==> config.mk <==
export PLATFORM = sky130hd
export DESIGN_NAME = mcu_spi_host_flat
export DESIGN_NICKNAME = d
export VERILOG_FILES = /design/src/rtl/mcu_spi_host_pkg.sv /design/src/rtl/mcu_spi_host_if.sv /design/src/rtl/mcu_spi_host_sclk.sv /design/src/rtl/mcu_spi_host.sv /design/src/flat_wrapper.sv
export SDC_FILE = /design/constraint.sdc
export NUM_CORES = 1
export LEC_CHECK = 0
export BUFFER_PORTS_ARGS = -buffer_cell sky130_fd_sc_hd__buf_2
export CAP_MARGIN = 40
export CORE_UTILIZATION = 40
export DETAILED_ROUTE_END_ITERATION = 8
export GPL_ROUTABILITY_DRIVEN = 0
export PLACE_DENSITY = 0.62
export SLEW_MARGIN = 40
export SYNTH_ARGS = -nofsm -noshare
export SYNTH_HDL_FRONTEND = slang
export SYNTH_SLANG_ARGS = --single-unit
==> constraint.sdc <==
create_clock -name clk -period 5.2 [get_ports clk]
set_input_delay 0 -clock clk [delete_from_list [all_inputs] [get_ports clk]]
set_output_delay 0 -clock clk [all_outputs]
set_load 0.005 [all_outputs]
==> src/rtl/mcu_spi_host_pkg.sv <==
// mcu_spi_host_pkg: FSM state encoding and MCU target codes shared by the SPI host.
package mcu_spi_host_pkg;
    typedef enum logic [2:0] {IDLE, SETUP, SHIFT, NEXT, GAP} state_t;
    localparam logic [7:0] TGT_HID = 8'h01;
    localparam logic [7:0] TGT_OSD = 8'h02;
    localparam logic [7:0] TGT_SDC = 8'h03;
endpackage

==> src/rtl/mcu_spi_host_if.sv <==
// mcu_spi_host_if: byte stream in/out, status and SPI pins of the host; master is the host side.
interface mcu_spi_host_if;
    logic in_valid, in_last, in_ready;
    logic [7:0] in_data;
    logic out_valid, out_start;
    logic [7:0] out_data;
    logic busy;
    logic spi_ss, spi_clk, spi_mosi, spi_miso;
    logic [15:0] frame_count;
    modport master (
        input in_valid, in_data, in_last, spi_miso,
        output in_ready, out_valid, out_data, out_start, busy, spi_ss, spi_clk, spi_mosi, frame_count
    );
    modport slave (
        output in_valid, in_data, in_last, spi_miso,
        input in_ready, out_valid, out_data, out_start, busy, spi_ss, spi_clk, spi_mosi, frame_count
    );
endinterface

==> src/rtl/mcu_spi_host_sclk.sv <==
// mcu_spi_host_sclk: SCLK divider toggling every CLK_DIV cycles while run is high, with
// rise/fall pulses marking the cycle whose closing edge changes spi_clk.
module mcu_spi_host_sclk #(
    parameter int CLK_DIV = 4
) (
    input  logic clk,
    input  logic reset,
    input  logic run,
    output logic spi_clk,
    output logic rise,
    output logic fall
);
    localparam int W = CLK_DIV > 1 ? $clog2(CLK_DIV) : 1;
    logic [W-1:0] cnt;
    logic wrap;
    assign wrap = run && cnt == W'(CLK_DIV - 1);
    assign rise = wrap && !spi_clk;
    assign fall = wrap && spi_clk;
    always_ff @(posedge clk or posedge reset) begin
        if (reset) begin
            cnt     <= '0;
            spi_clk <= 1'b0;
        end else if (!run) begin
            cnt     <= '0;
            spi_clk <= 1'b0;
        end else begin
            cnt     <= wrap ? '0 : cnt + 1'b1;
            spi_clk <= spi_clk ^ wrap;
        end
    end
endmodule

==> src/rtl/mcu_spi_host.sv <==
// mcu_spi_host: mode-0 MSB-first SPI master for the MCU framed byte protocol.
// Define MCU_SPI_HOST_STATS_EN to keep a live completed-frame counter.
module mcu_spi_host
    import mcu_spi_host_pkg::*;
#(
    parameter int CLK_DIV = 4,
    parameter int CS_GAP  = 8
) (
    input logic clk,
    input logic reset,
    mcu_spi_host_if.master bus
);
    state_t state;
    logic [6:0] tx;
    logic [7:0] rx;
    logic [2:0] bit_cnt;
    logic last, first, rise, fall, run, done;
    logic [15:0] gap_cnt;
    assign run  = state == SETUP || state == SHIFT;
    assign done = state == SHIFT && fall && bit_cnt == 3'd7;
    mcu_spi_host_sclk #(.CLK_DIV(CLK_DIV)) u_sclk (
        .clk(clk), .reset(reset), .run(run), .spi_clk(bus.spi_clk), .rise(rise), .fall(fall)
    );
    always_ff @(posedge clk or posedge reset) begin
        if (reset) begin
            state         <= IDLE;
            bus.in_ready  <= 1'b0;
            bus.out_valid <= 1'b0;
            bus.out_data  <= '0;
            bus.out_start <= 1'b0;
            bus.busy      <= 1'b0;
            bus.spi_ss    <= 1'b1;
            bus.spi_mosi  <= 1'b0;
            tx            <= '0;
            rx            <= '0;
            bit_cnt       <= '0;
            last          <= 1'b0;
            first         <= 1'b0;
            gap_cnt       <= '0;
        end else begin
            bus.out_valid <= 1'b0;
            if (rise) rx <= {rx[6:0], bus.spi_miso};
            case (state)
                IDLE, NEXT: begin
                    if (bus.in_valid && bus.in_ready) begin
                        state        <= SETUP;
                        bus.in_ready <= 1'b0;
                        bus.spi_ss   <= 1'b0;
                        bus.busy     <= 1'b1;
                        bus.spi_mosi <= bus.in_data[7];
                        tx           <= bus.in_data[6:0];
                        last         <= bus.in_last;
                        first        <= state == IDLE;
                    end else begin
                        bus.in_ready <= 1'b1;
                    end
                end
                SETUP: if (rise) state <= SHIFT;
                SHIFT: begin
                    if (fall) begin
                        bit_cnt      <= bit_cnt + 1'b1;
                        bus.spi_mosi <= done ? 1'b0 : tx[6];
                        tx           <= {tx[5:0], 1'b0};
                    end
                    if (done) begin
                        bus.out_valid <= 1'b1;
                        bus.out_data  <= rx;
                        bus.out_start <= first;
                        state         <= last ? GAP : NEXT;
                        bus.spi_ss    <= last;
                        bus.in_ready  <= !last;
                        gap_cnt       <= '0;
                    end
                end
                GAP: begin
                    if (gap_cnt == 16'(CS_GAP - 1)) begin
                        state        <= IDLE;
                        bus.busy     <= 1'b0;
                        bus.in_ready <= 1'b1;
                    end else begin
                        gap_cnt <= gap_cnt + 1'b1;
                    end
                end
                default: state <= IDLE;
            endcase
        end
    end
`ifdef MCU_SPI_HOST_STATS_EN
    always_ff @(posedge clk or posedge reset) begin
        if (reset) bus.frame_count <= '0;
        else if (done && last) bus.frame_count <= bus.frame_count + 1'b1;
    end
`else
    assign bus.frame_count = 16'h0000;
`endif
endmodule
==> src/flat_wrapper.sv <==
// flat-port wrapper written by rule: the top's interface ports become plain ports
module mcu_spi_host_flat import mcu_spi_host_pkg::*;
#(
    parameter int CLK_DIV = 4,
    parameter int CS_GAP  = 8
)
  (clk, reset, bus_in_valid, bus_in_data, bus_in_last, bus_spi_miso, bus_in_ready, bus_out_valid, bus_out_data, bus_out_start, bus_busy, bus_spi_ss, bus_spi_clk, bus_spi_mosi, bus_frame_count);
  mcu_spi_host_if bus_i ();
  input logic clk;
  input logic reset;
  input wire logic [$bits(bus_i.in_valid)-1:0] bus_in_valid;
  input wire logic [$bits(bus_i.in_data)-1:0] bus_in_data;
  input wire logic [$bits(bus_i.in_last)-1:0] bus_in_last;
  input wire logic [$bits(bus_i.spi_miso)-1:0] bus_spi_miso;
  output wire logic [$bits(bus_i.in_ready)-1:0] bus_in_ready;
  output wire logic [$bits(bus_i.out_valid)-1:0] bus_out_valid;
  output wire logic [$bits(bus_i.out_data)-1:0] bus_out_data;
  output wire logic [$bits(bus_i.out_start)-1:0] bus_out_start;
  output wire logic [$bits(bus_i.busy)-1:0] bus_busy;
  output wire logic [$bits(bus_i.spi_ss)-1:0] bus_spi_ss;
  output wire logic [$bits(bus_i.spi_clk)-1:0] bus_spi_clk;
  output wire logic [$bits(bus_i.spi_mosi)-1:0] bus_spi_mosi;
  output wire logic [$bits(bus_i.frame_count)-1:0] bus_frame_count;
  assign bus_i.in_valid = bus_in_valid;
  assign bus_i.in_data = bus_in_data;
  assign bus_i.in_last = bus_in_last;
  assign bus_i.spi_miso = bus_spi_miso;
  assign bus_in_ready = bus_i.in_ready;
  assign bus_out_valid = bus_i.out_valid;
  assign bus_out_data = bus_i.out_data;
  assign bus_out_start = bus_i.out_start;
  assign bus_busy = bus_i.busy;
  assign bus_spi_ss = bus_i.spi_ss;
  assign bus_spi_clk = bus_i.spi_clk;
  assign bus_spi_mosi = bus_i.spi_mosi;
  assign bus_frame_count = bus_i.frame_count;
  mcu_spi_host #(.CLK_DIV(CLK_DIV), .CS_GAP(CS_GAP)) u_core (.clk(clk), .reset(reset), .bus(bus_i));
endmodule
* Yosys cells after proc, flatten, opt, wreduce, memory -nomap -nowiden *
Index checks and enable logic that the tools add are counted.

word-level totals
  register bits = 56
  logic and storage cells = 88
  output and inout port bits = 31

cells by class
  reduce and logical (&&, ||, !) cells = 24
  multiplexer cells = 31
  bitwise gates (word level) = 1
  $add $sub $neg = 3
  equality and inequality tests = 13

operators with widths
  operator                                         count
  2-to-1 mux 16 bit                                2
  case mux 16 bit (2 select lines)                 1
  adder 16 x 1 -> 16 bit (second input constant)   1
  == test 16 x 3 -> 1 bit (second input constant)  1
  2-to-1 mux 3 bit                                 5
  AND reduction 3 bit                              5
  2-to-1 mux 7 bit                                 2
  case mux 7 bit (2 select lines)                  1
  2-to-1 mux 1 bit                                 13
  case mux 3 bit (4 select lines)                  1
  != test 2 x 1 -> 1 bit (second input constant)   5
  == test 3 x 2 -> 1 bit (second input constant)   2
  == test 3 bit (second input constant)            2
  logical AND 1 bit                                6
  case mux 1 bit (2 select lines)                  3
  AND reduction 2 bit                              3
  nonzero test 2 bit                               3
  2-to-1 mux 2 bit                                 2
  AND reduction 4 bit                              1
  adder 3 x 1 -> 3 bit (second input constant)     1
  == test 3 x 1 -> 1 bit (second input constant)   1
  zero test 3 bit                                  1
  case mux 1 bit (3 select lines)                  1
  nonzero test 3 bit                               1
  other kinds (7)                                  8

* Depth between registers and ports, before layout *
  word-level depth = 9
  mapped depth = 9
  mapped depth without buffers = 8

* Cells and area by module *
A second synthesis with hierarchy kept.

unflattened totals
  cell total of the unflattened synthesis = 286
  area total of the unflattened synthesis = 2842.7 um^2

modules (own cells, without submodules)
  module             instances  area an instance (um^2)  cells each  sequential area each (um^2)
  mcu_spi_host       1          2703.8                   274         1327.5
  mcu_spi_host_sclk  1          138.9                    12          75.1

* Least setup slack after synthesis *
No wires, ideal clock.

  path type = register to register
  start point = register u_core.state[2]
  end point = register u_core.bus.spi_mosi
  library setup time = 0.125 ns
  arrival time = 1.967 ns
  clock period less this slack = 2.092 ns
  cell stages (with the launch flop) = 9
  slack = 3.108 ns
  cells stage by stage = dfrtp_1 -> buf_4 -> clkbuf_1 -> nor2_1 -> and2_1 -> ha_1 -> a32oi_1 -> nor2_1 -> mux2_2

between the ends
  word-level cells in the longest chain between the ends = 9
  elaborated cells between the ends (all ways) = 17
  those cells by class = eq/ne (5); mux (3); reduce/logical (9)

ends and longest elaborated chain
  element                                                                  line                                                        RTL
  start: declaration                                                       mcu_spi_host.sv:13                                          state_t state;
  start signal: assignment                                                 mcu_spi_host.sv:69                                          state <= last ? GAP : NEXT;
  == test 3 x 1 -> 1 bit / == test 3 x 2 -> 1 bit (equally long branches)  mcu_spi_host.sv:19, mcu_spi_host.sv:20, mcu_spi_host.sv:43
  logical OR 1 bit                                                         mcu_spi_host.sv:19                                          assign run = state == SETUP || state == SHIFT;
  logical AND 1 bit                                                        mcu_spi_host_sclk.sv:16                                     assign wrap = run && cnt == W'(CLK_DIV - 1);
  logical AND 1 bit                                                        mcu_spi_host_sclk.sv:18                                     assign fall = wrap && spi_clk;
  logical AND 1 bit (2 in a row)                                           mcu_spi_host.sv:20                                          assign done = state == SHIFT && fall && bit_cnt == 3'd7;
  2-to-1 mux 1 bit                                                         mcu_spi_host.sv:62                                          bus.spi_mosi <= done ? 1'b0 : tx[6];
  2-to-1 mux 1 bit                                                         mcu_spi_host.sv:60                                          if (fall) begin
  case mux 1 bit (2 select lines)                                          mcu_spi_host.sv:43                                          case (state)
  end signal: assignment                                                   mcu_spi_host.sv:50                                          bus.spi_mosi <= bus.in_data[7];
  end signal: assignment                                                   mcu_spi_host.sv:62
  end: declaration                                                         mcu_spi_host_if.sv:12                                       output in_ready, out_valid, out_data, out_start, busy, spi_ss, spi_clk, spi_mosi, frame_count

Parallel ways exist; a longest one is shown, timed or not. The select of a mux whose other input is x is not followed.
A chain may end at the register's enable or synchronous reset.

* Worst setup path in the final report *
  start point = register u_core.state[0]
  end point = register u_core.gap_cnt[9]

between the ends
  word-level cells in the longest chain between the ends = 8
  elaborated cells between the ends (all ways) = 13
  those cells by class = eq/ne (5); mux (1); reduce/logical (7)

ends and longest elaborated chain
  element                                                                  line                                                        RTL
  == test 3 x 1 -> 1 bit / == test 3 x 2 -> 1 bit (equally long branches)  mcu_spi_host.sv:19, mcu_spi_host.sv:20, mcu_spi_host.sv:43
  logical OR 1 bit                                                         mcu_spi_host.sv:19
  logical AND 1 bit                                                        mcu_spi_host_sclk.sv:16
  logical AND 1 bit                                                        mcu_spi_host_sclk.sv:18
  logical AND 1 bit (2 in a row)                                           mcu_spi_host.sv:20
  != test 2 x 1 -> 1 bit (no line)                                         -
  AND reduction 3 bit (no line)                                            -
  end signal: assignment                                                   mcu_spi_host.sv:81                                          gap_cnt <= gap_cnt + 1'b1;
  end: declaration                                                         mcu_spi_host.sv:18                                          logic [15:0] gap_cnt;

Parallel ways exist; a longest one is shown, timed or not.

==> metrics <==
Mapped Area 2920 sq um; CTS H-Tree Depth 2; share of Yosys cell area claimed by the top area cell type 47.1%; CTS sink count 56; gr ovfl total 0; startpoint type of the worst setup path flip-flop; Die Y-Extent 87.4 um; placed cell area 3060 sq um; Tmin final 2.55 ns; worst path cell trace xnor2_1, nor2_1, and2_1, ha_1, and3_1, nor2_2, a221o_1; Distinct cells, synth 52; DRT Pass-1 Iters 4; cell-internal power 0.544 mW; Psw 0.166 mW; Starting Density 42.3%; cell with the most instances after synthesis dfrtp_1; # nets final 310; Worst EP arrival 2.75 ns; outcome finished, final reports clean; Post-synth EDFFs 0; crit path max-delay cell type dfrtp_1; Core Region 6910 sq um; Post-synth ARST share 100%; fmax 392 MHz; Largest stage delay, worst path 0.60 ns; Commonest cells post-synth dfrtp_1, mux2_2, buf_4; #FFs+latches synth 56; CTS Buf Count 5; Ant. Diodes 0; Ys Warns 0; Logic pwr share 3.0%; pre-CTS WS 2.65 ns; Req. time, crit path 5.40 ns; syn avg cell area 11.0 sq um; Reg power frac 61.8%; sw frac 23.3%; Root Driver clkbuf_8; Total GRT Usage 15.8%; CP top delay family simple AND/OR/NAND/NOR gates; I/O pin total 44; CTS tree done; static leakage 1.49 nW; clock power share 35.2%; row cnt 30; Post-Synthesis Cells 265; largest net degree at the start of global routing 57; Clock Pin Slew Worst Setup and Hold Paths 0.11 ns; CP Max Fanout 14; dpl hpwl 3.69 mm; min-delay worst type in2reg; clk buf depth 2; clock latency on the worst-skew pair 0.31 ns; DRC 0; Area Overhead vs Synth 9.39%; PwrDens 222 nW/um^2; largest area contributor in the netlist dfrtp_1; Slew Limit Fails 0; global-route wire length before repair 9.34 mm; number of global-route vias before repair 1983; Routed Antenna Nets 0; Worst-Margin Slew 0.703 ns; fin area 3190 sq um; layout cells sized above 1 28.4%; via density per instance 5.20; setup ws final 2.65 ns; Hold Violations, Final 0; setup TNS 0 ns; Slew headroom 53.1%; vias post-DR 2017; Area contributors post-synth dfrtp_1, mux2_2, buf_4; clk_skew 0.00806 ns; Port Buffers 27; DR WL/cell 14.0 um; initial antenna violation count 0; drt total wl 5.42 mm; crit end category flip-flop; Iter 0 DRT Violations 104; chip width 87.4 um; fin crit share 49.0%; maxcap violations 0; die area 7640 sq um; Synth Flop Type dfrtp_1; Setup Viol. Count Final 0; Crit Path Category reg2reg; RSZ-0062 raised after global routing no; Post-CTS Repair Setup Buffers 0; worst vdd ir 0.160 mV; CP bufs+invs 0; Seq/Total Area, Yosys 48.0%
## sequential cells by signal, indices dropped and copies added (netlist names), 2 cells and up
signal and cells:
u_core.bit_cnt 3, u_core.gap_cnt 16, u_core.u_sclk.cnt 2, u_core.tx 7
u_core.rx 8, u_core.bus.out_data 8, u_core.state 3
## per-stage QoR
stage                     hold slack (ns)  std cells  util, %  power, mW
final                              0.0433        388     46.2      0.710
after global routing               0.0432        388     46.2      0.741
after CTS                          0.0317        388     46.2      0.723
after detailed placement            0.238        376     44.3      0.467
after global placement              0.233        376     44.3      0.467
after floorplan                     0.142        280        -      0.467
## cell type report
cell class                      instances  area, sq um
Fill cell                             661         3710
Sequential cell                        56         1400
Inverter                                8         30.0
Clock inverter                          3         27.5
Tap cell                               96          120
Multi-Input combinational cell        186         1350
Timing Repair Buffer                   34          198
Clock buffer                            5         68.8
## repair_timing
action | in CTS | in global routing
endpoints found under the hold margin | 58 | 0
gates resized for setup | 0 | 0
setup endpoints to repair | 0 | 0
hold buffers | 4 | 0
## cell families (layout without fill, tap and decap cells)
family | after synthesis | in the layout | synth area share (%)
simple gates | 68 | 68 | 13.1
mux | 35 | 35 | 13.5
buf+inv | 38 | 50 | 7.76
flops | 56 | 56 | 48.0
other cells | 1 | 16 | 0.128
fa+ha+maj | 6 | 6 | 2.57
compound gates | 59 | 59 | 14.3
xor+xnor | 2 | 2 | 0.600
## routing by layer
layer | part of all wire (%) | up-vias | GRT usage [%]
li1 | - | 992 | -
met1 | 48 | 980 | 21.0
met2 | 48 | 41 | 25.8
met3 | 3.2 | 4 | 3.13
met4 | 0.79 | 0 | 5.51
met5 | 0 | - | 0
## placed cells by master (no fill, tap or decap), types with 5 or more instances in the layout
| cell type | count |
|---|---|
| a21oi_1 | 11 |
| a31oi_1 | 14 |
| buf_2 | 27 |
| clkbuf_8 | 5 |
| conb_1 | 16 |
| dfrtp_1 | 55 |
| ha_1 | 6 |
| inv_1 | 7 |
| mux2_2 | 34 |
| nand2_1 | 14 |
| nand3_1 | 7 |
| nand4_1 | 5 |
| nor2_1 | 12 |
| o21ai_0 | 8 |
## worst paths after layout
check                      slack (ns)                   end                  from  cells after the start
max                              2.65     u_core.gap_cnt[9]       u_core.state[0]                      7
min                              0.04          u_core.tx[2]        bus_in_data[2]                      3
max reg2reg                      2.65     u_core.gap_cnt[9]       u_core.state[0]                      7
min reg2reg                      0.44  u_core.u_sclk.cnt[0]  u_core.u_sclk.cnt[0]                      1
max in group asynchronous        4.31     u_core.gap_cnt[5]                 reset                      4
min in group asynchronous        0.40     u_core.gap_cnt[8]                 reset                      4
## power by group through the flow
stage | clock network, mW | registers [mW] | logic (mW)
floorplan | 0 | 0.447 | 0.0200
global placement | 0 | 0.448 | 0.0192
detailed placement | 0 | 0.448 | 0.0196
CTS | 0.262 | 0.439 | 0.0219
global route | 0.276 | 0.440 | 0.0254
finish | 0.250 | 0.439 | 0.0210
## worst min-delay path, delay by kind of cell
family / cells / cell delay (ns)
multiplexers: 2 / 0.25
buffers and inverters: 1 / 0.07
Power figures use the tool's default switching activity.
